`src/rtl/subleq_sequencer_if.sv`:
```
// Memory port between the SUBLEQ sequencer (master) and word-addressed memory
// (slave). Load/store strobes qualify mem_req; mem_ack completes an access.
`ifndef WORD_SIZE
`define WORD_SIZE 8
`endif

interface subleq_sequencer_if #(
  parameter int W = `WORD_SIZE
);
  logic         mem_req;
  logic         mem_load;
  logic         mem_store;
  logic [W-1:0] mem_addr;
  logic [W-1:0] mem_wdata;
  logic [W-1:0] mem_rdata;
  logic         mem_ack;

  modport master (
    output mem_req, mem_load, mem_store, mem_addr, mem_wdata,
    input  mem_rdata, mem_ack
  );

  modport slave (
    input  mem_req, mem_load, mem_store, mem_addr, mem_wdata,
    output mem_rdata, mem_ack
  );
endinterface

```
`src/rtl/subleq_sequencer.sv`:
```
// SUBLEQ instruction sequencer: fetches A,B,C at pc..pc+2, computes
// mem[B] <= mem[B]-mem[A], branches to C when the result is <= 0 (signed).
// Memory strobes and address are decoded from registered state only.
`ifndef WORD_SIZE
`define WORD_SIZE 8
`endif

module subleq_sequencer #(
  parameter int           W         = `WORD_SIZE,
  parameter logic [W-1:0] RESET_PC  = {W{1'b0}},
  parameter logic [W-1:0] HALT_ADDR = {W{1'b1}}
) (
  input  logic                clk,
  input  logic                areset_n,
  input  logic                run,
  output logic                halted,
  output logic [W-1:0]        pc,
  subleq_sequencer_if.master  mem
);

  localparam logic [2:0] S_IDLE    = 3'd0;
  localparam logic [2:0] S_FETCH_A = 3'd1;
  localparam logic [2:0] S_FETCH_B = 3'd2;
  localparam logic [2:0] S_FETCH_C = 3'd3;
  localparam logic [2:0] S_READ_A  = 3'd4;
  localparam logic [2:0] S_READ_B  = 3'd5;
  localparam logic [2:0] S_WRITE_B = 3'd6;
  localparam logic [2:0] S_HALT    = 3'd7;

  localparam logic [W-1:0] ZERO  = {W{1'b0}};
  localparam logic [W-1:0] ONE   = {{(W-1){1'b0}}, 1'b1};
  localparam logic [W-1:0] TWO   = {{(W-2){1'b0}}, 2'd2};
  localparam logic [W-1:0] THREE = {{(W-2){1'b0}}, 2'd3};

  logic [2:0]   state_q, state_d;
  logic [W-1:0] pc_q,    pc_d;
  logic [W-1:0] rega_q,  rega_d;
  logic [W-1:0] regb_q,  regb_d;
  logic [W-1:0] regc_q,  regc_d;
  logic [W-1:0] opa_q,   opa_d;
  logic [W-1:0] res_q,   res_d;
  logic         le_s;

  // Branch condition: result is negative or zero in two's complement.
  assign le_s = res_q[W-1] | (res_q == ZERO);

  // Next-state and datapath updates; registers only move on mem_ack.
  always_comb begin
    state_d = state_q;
    pc_d    = pc_q;
    rega_d  = rega_q;
    regb_d  = regb_q;
    regc_d  = regc_q;
    opa_d   = opa_q;
    res_d   = res_q;
    case (state_q)
      S_IDLE: begin
        if (run) state_d = S_FETCH_A;
        else     state_d = S_IDLE;
      end
      S_FETCH_A: begin
        if (mem.mem_ack) begin
          rega_d  = mem.mem_rdata;
          state_d = S_FETCH_B;
        end else begin
          state_d = S_FETCH_A;
        end
      end
      S_FETCH_B: begin
        if (mem.mem_ack) begin
          regb_d  = mem.mem_rdata;
          state_d = S_FETCH_C;
        end else begin
          state_d = S_FETCH_B;
        end
      end
      S_FETCH_C: begin
        if (mem.mem_ack) begin
          regc_d  = mem.mem_rdata;
          state_d = S_READ_A;
        end else begin
          state_d = S_FETCH_C;
        end
      end
      S_READ_A: begin
        if (mem.mem_ack) begin
          opa_d   = mem.mem_rdata;
          state_d = S_READ_B;
        end else begin
          state_d = S_READ_A;
        end
      end
      S_READ_B: begin
        if (mem.mem_ack) begin
          res_d   = mem.mem_rdata - opa_q;
          state_d = S_WRITE_B;
        end else begin
          state_d = S_READ_B;
        end
      end
      S_WRITE_B: begin
        if (mem.mem_ack) begin
          if (le_s) pc_d = regc_q;
          else      pc_d = pc_q + THREE;
          if (le_s && (regc_q == HALT_ADDR)) state_d = S_HALT;
          else if (run)                      state_d = S_FETCH_A;
          else                               state_d = S_IDLE;
        end else begin
          state_d = S_WRITE_B;
        end
      end
      S_HALT: begin
        state_d = S_HALT;
      end
      default: begin
        state_d = S_IDLE;
      end
    endcase
  end

  // Moore decode of the memory port from the registered state.
  always_comb begin
    mem.mem_req   = 1'b0;
    mem.mem_load  = 1'b0;
    mem.mem_store = 1'b0;
    mem.mem_addr  = ZERO;
    mem.mem_wdata = ZERO;
    case (state_q)
      S_FETCH_A: begin mem.mem_req = 1'b1; mem.mem_load = 1'b1; mem.mem_addr = pc_q;       end
      S_FETCH_B: begin mem.mem_req = 1'b1; mem.mem_load = 1'b1; mem.mem_addr = pc_q + ONE; end
      S_FETCH_C: begin mem.mem_req = 1'b1; mem.mem_load = 1'b1; mem.mem_addr = pc_q + TWO; end
      S_READ_A:  begin mem.mem_req = 1'b1; mem.mem_load = 1'b1; mem.mem_addr = rega_q;     end
      S_READ_B:  begin mem.mem_req = 1'b1; mem.mem_load = 1'b1; mem.mem_addr = regb_q;     end
      S_WRITE_B: begin
        mem.mem_req   = 1'b1;
        mem.mem_store = 1'b1;
        mem.mem_addr  = regb_q;
        mem.mem_wdata = res_q;
      end
      default: begin
        mem.mem_req = 1'b0;
      end
    endcase
  end

  // State and datapath registers; reset aborts any access in flight.
  always_ff @(posedge clk or negedge areset_n) begin
    if (!areset_n) begin
      state_q <= S_IDLE;
      pc_q    <= RESET_PC;
      rega_q  <= ZERO;
      regb_q  <= ZERO;
      regc_q  <= ZERO;
      opa_q   <= ZERO;
      res_q   <= ZERO;
    end else begin
      state_q <= state_d;
      pc_q    <= pc_d;
      rega_q  <= rega_d;
      regb_q  <= regb_d;
      regc_q  <= regc_d;
      opa_q   <= opa_d;
      res_q   <= res_d;
    end
  end

  assign halted = (state_q == S_HALT);
  assign pc     = pc_q;

endmodule

```
`src/flat_wrapper.sv`:
```
// flat-port wrapper written by rule: the top's interface ports become plain ports
module subleq_sequencer_flat 
#(
  parameter int           W         = `WORD_SIZE,
  parameter logic [W-1:0] RESET_PC  = {W{1'b0}},
  parameter logic [W-1:0] HALT_ADDR = {W{1'b1}}
)
  (clk, areset_n, run, halted, pc, mem_mem_req, mem_mem_load, mem_mem_store, mem_mem_addr, mem_mem_wdata, mem_mem_rdata, mem_mem_ack);
  subleq_sequencer_if #(.W(W)) mem_i ();
  input  logic clk;
  input  logic areset_n;
  input  logic run;
  output logic halted;
  output logic [W-1:0] pc;
  output wire logic [$bits(mem_i.mem_req)-1:0] mem_mem_req;
  output wire logic [$bits(mem_i.mem_load)-1:0] mem_mem_load;
  output wire logic [$bits(mem_i.mem_store)-1:0] mem_mem_store;
  output wire logic [$bits(mem_i.mem_addr)-1:0] mem_mem_addr;
  output wire logic [$bits(mem_i.mem_wdata)-1:0] mem_mem_wdata;
  input wire logic [$bits(mem_i.mem_rdata)-1:0] mem_mem_rdata;
  input wire logic [$bits(mem_i.mem_ack)-1:0] mem_mem_ack;
  assign mem_mem_req = mem_i.mem_req;
  assign mem_mem_load = mem_i.mem_load;
  assign mem_mem_store = mem_i.mem_store;
  assign mem_mem_addr = mem_i.mem_addr;
  assign mem_mem_wdata = mem_i.mem_wdata;
  assign mem_i.mem_rdata = mem_mem_rdata;
  assign mem_i.mem_ack = mem_mem_ack;
  subleq_sequencer #(.W(W), .RESET_PC(RESET_PC), .HALT_ADDR(HALT_ADDR)) u_core (.clk(clk), .areset_n(areset_n), .run(run), .halted(halted), .pc(pc), .mem(mem_i));
endmodule
```
`config.mk`:
```
export PLATFORM = sky130hd
export DESIGN_NAME = subleq_sequencer_flat
export DESIGN_NICKNAME = d
export VERILOG_FILES = /design/src/rtl/subleq_sequencer_if.sv /design/src/rtl/subleq_sequencer.sv /design/src/flat_wrapper.sv
export SDC_FILE = /design/constraint.sdc
export NUM_CORES = 1
export LEC_CHECK = 0
export CAP_MARGIN = 40
export CORE_MARGIN = 8
export CORE_UTILIZATION = 40
export CTS_CLUSTER_SIZE = 12
export DETAILED_ROUTE_END_ITERATION = 8
export SYNTH_ARGS = -nofsm -noshare
export SYNTH_HDL_FRONTEND = slang
export SYNTH_SLANG_ARGS = --single-unit
```
`constraint.sdc`:
```
create_clock -name clk -period 3.65 [get_ports clk]
set_input_delay 0.365 -clock clk [delete_from_list [all_inputs] [get_ports clk]]
set_output_delay 0.365 -clock clk [all_outputs]
set_load 0.05 [all_outputs]
```
After elaboration in Yosys (flattened, before gate mapping):

Index checks and enable logic that the tools add are counted.

* bits in registers: 51
* bits in latches: 0
* bits in writable memories: 0
* bits in read-only memories: 0
* output and inout bits: 28
* memories kept: 0

* $add $sub $neg: 4
* multipliers: 0
* divide/modulo/power cells: 0
* magnitude comparators: 0
* equality and inequality tests: 8
* shift operators: 0
* multiplexer cells: 15
* bitwise operators: 1
* reductions and logical operators: 12

Operator list (count)
* 8-bit one-hot mux with 5 select lines: 1
* 3-bit one-hot mux with 8 select lines: 1
* 8-bit by 2-bit adder with 8-bit output, second input constant: 2
* 8-bit two-way mux: 2
* 3-bit equality test, second input constant: 4
* 2-bit AND reduction: 6
* 3-bit two-way mux: 3
* 8-bit by 1-bit adder with 8-bit output, second input constant: 1
* 8-bit equality test, second input constant: 1
* 8-bit zero test: 1
* 8-bit subtractor: 1
* 3-bit by 2-bit equality test with 1-bit output, second input constant: 2
* 1-bit two-way mux: 6
* 6-bit OR reduction: 1
* 5-bit OR reduction: 1
* 2-bit two-way mux: 2
* 3-bit by 1-bit equality test with 1-bit output, second input constant: 1
* 3-bit zero test: 1
* 2-bit OR reduction: 1
* 1-bit logical AND: 1
* 1-bit bitwise OR: 1

Logic depth before layout (Yosys ltp):

Gate-level depths: netlist of the first run.

* depth in word-level cells: 6
* gate-level depth with buffers: 8
* depth with buffers taken out: 8

Least setup slack after synthesis of the first run:

No wires, ideal clock.

* kind: reg-to-output
* start: register u_core.pc_q[1], in the netlist u_core.pc[1]
* end: output port mem_mem_addr[2]
* data arrival time: 2348 ps
* data required time: 3285 ps
* slack: 937 ps
* cell stages (with the launch flop): 5
* path buffers: 0
* cells stage by stage: dfrtp_1 ha_1 xor2_1 a22oi_1 o21ai_0

* cells in the longest elaborated chain, start to end: 2
* elaborated cells on any way between the ends: 3
* those cells by class: add/sub: 2; mux: 1

RTL lines
* start, declared: line subleq_sequencer.sv:36 `logic [W-1:0] pc_q, pc_d;`
* start signal, assigned: line subleq_sequencer.sv:158 `pc_q <= pc_d;`
* 8-bit by 2-bit adder with 8-bit output or 8-bit by 1-bit adder with 8-bit output (tied branches): line subleq_sequencer.sv:131, subleq_sequencer.sv:130
* 8-bit one-hot mux with 5 select lines (*): line subleq_sequencer.sv:128 `case (state_q)`
* end, declared: line flat_wrapper.sv:18 `output wire logic [$bits(mem_i.mem_addr)-1:0] mem_mem_addr;`

Mark *: on every way between the ends. The rest lies on a longest branch, timed or not.

Final worst setup path of the first run:

* start: register u_core.state_q[0]
* end: output port mem_mem_addr[5]

* cells in the longest elaborated chain, start to end: 3
* elaborated cells on any way between the ends: 8
* those cells by class: eq/ne: 6; mux: 1; reduce/logical: 1

RTL lines
* start, declared: line subleq_sequencer.sv:35 `logic [2:0] state_q, state_d;`
* start signal, assigned: line subleq_sequencer.sv:157 `state_q <= state_d;`
* 3-bit equality test: line subleq_sequencer.sv:128
* 2-bit OR reduction (no source line)
* 8-bit one-hot mux with 5 select lines (*): line subleq_sequencer.sv:128

Marks and branches as above.

==> results of run 1 <==
-- cell type report --
class	count	area share
inverters	14	0.0136
flip-flops and latches	51	0.331
clock inverters	3	0.00714
well taps	105	0.0341
multi-input cells	246	0.475
repair buffers	47	0.121
clock buffers	5	0.0179
-- cells by family (layout without fill, tap and decap cells) --
kind of cell | Yosys count | in the layout | synth area share
DFF | 51 | 51 | 0.387
adders and majority gates | 12 | 12 | 0.0478
muxes | 37 | 37 | 0.132
xor gates and xnor gates | 7 | 7 | 0.0186
and+or+nand+nor | 99 | 99 | 0.181
AOI/OAI and AO/OA | 91 | 91 | 0.176
buffers and inverters | 37 | 69 | 0.0577
-- worst reg2reg max path, delay by kind of cell (launching register included) --
family        cells  cell delay [ps]
mux               1              400
flops             1              660
buf+inv           1              320
simple gates      2              770
-- worst max path at each step --
stage | startpoint | to | slack, ps
6_report | u_core.state_q[0] | mem_mem_addr[5] | 400
2_1_floorplan | u_core.pc[1] | mem_mem_addr[2] | 940
5_1_grt | u_core.state_q[0] | mem_mem_addr[5] | 240
4_1_cts | u_core.state_q[0] | mem_mem_addr[5] | 410
3_3_place_gp | u_core.state_q[1] | mem_mem_addr[4] | 840
3_5_place_dp | u_core.state_q[0] | mem_mem_addr[5] | 780
-- timing repair --
action | CTS | global route
endpoints found under the setup margin | 0 | 0
endpoints found under the hold margin | 3 | 0
hold buffers | 1 | 0
setup buffers | 0 | 0
-- cell usage in the layout (no fill, tap or decap), drive strengths merged, types with 5 or more instances in the layout --
cell type	Yosys	final
xor2	5	5
nand3	9	9
nor2	22	22
dfrtp	51	51
clkdlybuf4s50	0	38
a21oi	29	29
nand2	22	22
mux2i	10	10
and3	11	11
nor3b	6	6
nor3	10	10
o21ai	23	23
mux2	27	27
clkbuf	2	5
ha	11	11
inv	14	16
buf	21	8
o21a	5	5
-- Yosys cell counts, drive strengths merged (2+ instances only) --
library cell | n | area (um2)
nor2 | 22 | 90.1
o31ai | 3 | 27.5
o31a | 3 | 26.3
mux2 | 27 | 334
a22oi | 4 | 30.0
nor4 | 2 | 27.5
a221oi | 4 | 35.0
xor2 | 5 | 43.8
a21o | 3 | 23.8
inv | 14 | 52.6
nor3b | 6 | 61.3
nand2b | 4 | 27.5
dfrtp | 51 | 1280
ha | 11 | 138
clkbuf | 2 | 7.51
and3 | 11 | 68.8
o21ai | 23 | 115
o22a | 3 | 26.3
a31oi | 3 | 18.8
mux2i | 10 | 100
nand3 | 9 | 62.6
a211oi | 3 | 22.5
o21a | 5 | 37.5
a21oi | 29 | 153
nor3 | 10 | 61.3
nand2 | 22 | 82.6
o22ai | 2 | 12.5
nor2b | 4 | 27.5
xnor2 | 2 | 17.5
nand4 | 2 | 12.5
buf | 21 | 130
-- per-layer routing --
layer	vias up	routed length [um]	global-route usage
met5	-	0	0
met4	0	32	0.0302
li1	1277	-	-
met1	1237	3920	0.196
met2	64	3770	0.226
met3	2	450	0.0330
-- sequential cells by signal (all words and copies together) (netlist names) --
| name | count |
|---|---|
| u_core.regb_q | 8 |
| u_core.pc | 8 |
| u_core.regc_q | 8 |
| u_core.res_q | 8 |
| u_core.opa_q | 8 |
| u_core.state_q | 3 |
| u_core.rega_q | 8 |
-- power by group --
group	internal (mW)	switching [mW]
clock	0.142	0.207
sequential	0.842	0.365
combinational	1.03	1.51
total	2.01	2.09
-- through the flow --
step | util | hold slack, ps | total power [mW] | setup WS [ps] | cells
floorplan | - | 69.4 | 3.06 | 937 | 334
global placement | 0.459 | 492 | 3.70 | 838 | 460
detailed placement | 0.463 | 349 | 3.75 | 775 | 462
CTS | 0.476 | 520 | 4.12 | 413 | 471
global route | 0.476 | 541 | 4.38 | 239 | 471
finish | 0.476 | 521 | 4.10 | 400 | 471
==> summary.md, run 1 <==
| Metric | Value |
|---|---|
| Post-route minimum period | between 3000 and 4000 ps |
| Final period utilization | 0.890 |
| Max Cap Viol | 0 |
| Top FF cell, synth | dfrtp_1 |
| Starting DRT DRC Count | roughly 170 |
| Most frequent cell on the critical path | a21oi_1 |
| Grt total ovfl | 0 |
| Post-synth EDFFs | 0 |
| # IOs | 40 |
| Sink Count | 51 |
| Synthesized cell area | around 3300 um2 |
| First-pass GRT wire length | 13300 um |
| Average wire per standard cell | around 17 um |
| Seq/Total Area, Yosys | 0.387 |
| Fin Setup TNS | 0 ps |
| Drt pass-1 iters | 4 |
| CTS buffer count | 5 |
| Num rows | 33 |
| CTS max path bufs | 2 |
| Final Hold Fails | 0 |
| Area after DPL | 3750 um2 |
| Synthesis Warnings | 0 |
| Unrepaired setup endpoints after global routing | false |
| CTS tree | built |
| Hold worst-path end | u_core.regc_q[0] |
| Crit. End Element | output pin |
| Slowest stage delay, CP | 830 ps |
| Peak VDD IR | between 300 and 400 uV |
| CP arrival | a little under 3000 ps |
| Area of the multi-input gates | about 1800 um2 |
| Crit Reg-Reg Endpoint | u_core.opa_q[7] |
| Core Area | around 8100 um2 |
| Startpoint Class | flop |
| Register area | approximately 1300 um2 |
| Worst r2r path cells | 4 |
| CTS Root Cell | clkbuf_8 |
| Slew Limit Fails | 0 |
| Critical path class | flop to output pin |
| Placer Congestion | ~0.8 |
| Via density | 5.48 |
| CP Max Fanout | 17 |
| F_max | just over 0.3 GHz |
| Die Width | roughly 110 um |
| Power per Cell Area | about 1100 nW/um2 |
| Number of antenna violations at the first check in global routing | 0 |
| Worst slew margin | 0.507 |
| Htree depth | 2 |
| Filler cells | 792 |
| Syn Inst Count | ~330 |
| DP HPWL | about 6000 um |
| Die area | 11400 um2 |
| Pleak | ~1.7 nW |
| Mapped Nets | 358 |
| Async S/R FF share, synth | 1.00 |
| Total Routing Usage GR | 0.144 |
| Status | finished clean |
| DRC Markers | 0 |
| Yosys reg bits | 51 |
| Final Skew | 7.63 ps |
| Final setup fails | 0 |
| Area growth syn-to-layout | 16.9% |
| Worst-path cell chain | buf_4, nor2b_1, a21oi_1, a21oi_1, clkdlybuf4s50_1 |
| Depth of the worst hold-timing path | 2 |
| Clk_lat worst skew | just over 300 ps |
| Mapped Avg Cell Area | about 9.9 um2 |
| Worst R2R Start | u_core.state_q[0] |
| CP max-delay cell | dfrtp_1 |
| Final ANT Viol Nets | 0 |
| Vias in the first global route | 2542 |
| Layout cell share with drive strength beyond 1 | 0.164 |
| Crit path buf inv count | 2 |
| Final instance area | between 3000 and 4000 um2 |
| IO Port Bufs | 39 |
| Largest net degree at the start of global routing | 36 |
| Hold Path Origin | u_core.regc_q[0] |
| Drt total wl | between 8000 and 9000 um |
| Starting Density | 0.407 |
| Worst-margin pin slew | between 700 and 800 ps |
| WP depth | 5 |
| Final nets | a little under 400 |
| Die height | roughly 110 um |
| CP delay by family, top | buffers and inverters |
| Number of gates resized after cts | 0 |
| HP Class | flop to flop |
| Clock Pin Slew Worst Setup and Hold Paths | 100 ps |
| R2R Setup Slk | about 1400 ps |
| Ant. Diodes | 0 |
| DR vias | roughly 2600 |
| Required time worst endpoint | 3280 ps |
| Post-synth cell types | 62 |
Power figures use the tool's default switching activity.
==> inputs of run 2 (changes only) <==
- TNS_END_PERCENT: unset -> 5
==> results of run 2 <==
The final DEF is identical to that of run 1; final timing and power are the same.
==> inputs of run 3 (changes only) <==
- CAP_MARGIN: 40 -> unset
==> summary.md, run 3 (synthesis results as in run 1) <==
| Metric | Value |
|---|---|
| Die Width | 107 um (unchanged) |
| Fin Setup TNS | 0 ps (unchanged) |
| Grt total ovfl | 0 (unchanged) |
| Largest net degree at the start of global routing | 36 (unchanged) |
| DRC Markers | 0 (unchanged) |
| Final instance area | 3810 um2 (-1.2%) |
| Drt pass-1 iters | 5 (+1) |
| Hold_buf cts | 0 (-1) |
| Crit Reg-Reg Endpoint | u_core.opa_q[0] |
| Post-route minimum period | 3250 ps (-4.20 ps) |
| CTS buffer count | 5 (unchanged) |
| Htree depth | 2 (unchanged) |
| Sink Count | 51 (unchanged) |
| Die area | 11400 um2 (unchanged) |
| Crit. End Element | output pin |
| Inst Count DP | 460 (-0.43%) |
| Layout cell share with drive strength beyond 1 | 0.160 (-0.00415) |
| CP arrival | 2880 ps (about the same) |
| Most common cell after layout, fill and taps aside | dfrtp_1 |
| # IOs | 40 (unchanged) |
| Final Hold Fails | 0 (unchanged) |
| Core Area | 8090 um2 (unchanged) |
| Final setup fails | 0 (unchanged) |
| Required time worst endpoint | 3280 ps (about the same) |
| Post-CTS Setup Bufs | 0 (unchanged) |
| First-pass GRT wire length | 13200 um (-0.88%) |
| Critical path class | flop to output pin |
| HP Class | primary input to asynchronous set/reset pin |
| DP HPWL | 5940 um (-0.39%) |
| Via density | 5.50 (+0.48%) |
| Starting Density | 0.407 (unchanged) |
| Hold_ws | 155 ps (-366 ps) |
| Worst r2r path cells | 4 (unchanged) |
| Unrepaired setup endpoints after global routing | false |
| Number of gates resized after cts | 0 (unchanged) |
| Area after DPL | 3710 um2 (-0.93%) |
| Final period utilization | 0.889 (-0.00115) |
| Commonest non-fill, non-tap cells in the layout | 51 x dfrtp_1, 38 x clkdlybuf4s50_1, 27 x a21oi_1 |
| Num rows | 33 (unchanged) |
| CP Max Fanout | 17 (unchanged) |
| Final Non-Filler Cells | 468 (-0.64%) |
| Startpoint Class | flop |
| Setup crit end | mem_mem_addr[5] |
| Number of antenna violations at the first check in global routing | 0 (unchanged) |
| Area growth syn-to-layout | 15.6% |
| Die height | 107 um (unchanged) |
| IO Port Bufs | 39 (unchanged) |
| CTS Root Cell | clkbuf_8 |
| CTS tree | built |
| Final Skew | 13.0 ps (+5.38 ps) |
| F_max | 0.308 GHz (+0.13%) |
| Max Cap Viol | 0 (unchanged) |
| Average wire per standard cell | 17.3 um (-0.58%) |
| Placer Congestion | 0.797 (unchanged) |
| DR vias | 2576 (-0.16%) |
| Filler cells | 778 (-1.8%) |
| Clk_lat worst skew | 310 ps (about the same) |
| Final nets | 386 (-0.77%) |
| Worst-margin pin slew | 952 ps (+212 ps) |
| Clock Pin Slew Worst Setup and Hold Paths | 110 ps (about the same) |
| Vias in the first global route | 2524 (-0.71%) |
| Total Routing Usage GR | 0.143 (-0.00105) |
| Starting DRT DRC Count | 107 (-37%) |
| CTS max path bufs | 2 (unchanged) |
| Status | finished clean |
| Worst slew margin | 0.365 (-0.142) |
| Ant. Diodes | 0 (unchanged) |
| Drt total wl | 8070 um (-1.2%) |
| Final ANT Viol Nets | 0 (unchanged) |
| Slew Limit Fails | 0 (unchanged) |
| Worst R2R Start | u_core.state_q[0] |
| R2R Setup Slk | 1370 ps (-20 ps) |
| Crit path from | u_core.state_q[0] |
-- run 3: metrics by stage --
| stage | worst slack [ps] | util |
|---|---|---|
| after CTS | 422 | 0.471 |
| after floorplan | 937 | - |
| final | 404 | 0.471 |
| after global placement | 838 | 0.459 |
| after detailed placement | 791 | 0.459 |
| after global routing | 198 | 0.471 |
-- run 3: worst min-delay path by stage --
stage,startpoint,cells after the start,slack (ps),to
floorplan,areset_n,0,70,u_core.opa_q[0]
global placement,u_core.regc_q[0],2,490,u_core.regc_q[0]
detailed placement,u_core.regc_q[0],2,490,u_core.regc_q[0]
CTS,areset_n,1,170,u_core.opa_q[1]
global route,areset_n,1,210,u_core.state_q[0]
finish,areset_n,1,160,u_core.opa_q[1]
-- run 3: layer usage --
metal / vias to the layer above / track usage / share of wire
met5: - / 0 / 0
met4: 0 / 0.0422 / 0.017
met3: 10 / 0.0312 / 0.048
met2: 64 / 0.216 / 0.44
met1: 1237 / 0.198 / 0.50
li1: 1265 / - / -
-- run 3: cell type report --
| type | count | area [um2] | area share |
|---|---|---|---|
| flip-flops and latches | 51 | 1280 | 0.335 |
| well taps | 105 | 131 | 0.0345 |
| inverters | 14 | 52.6 | 0.0138 |
| multi-input cells | 246 | 1830 | 0.480 |
| clock inverters | 3 | 27.5 | 0.00722 |
| repair buffers | 44 | 423 | 0.111 |
| clock buffers | 5 | 68.8 | 0.0181 |
-- run 3: worst max-delay path, cell delays in order (launching register included) --
cell and delay, ps:
dfrtp_1 830, buf_4 300, nor2b_1 320, a21oi_1 130, a21oi_1 160, clkdlybuf4s50_1 830
Power of run 3 is left out: the tool's default activity adds up to more than one toggle a clock period on the data nets, which glitch-free logic cannot reach.
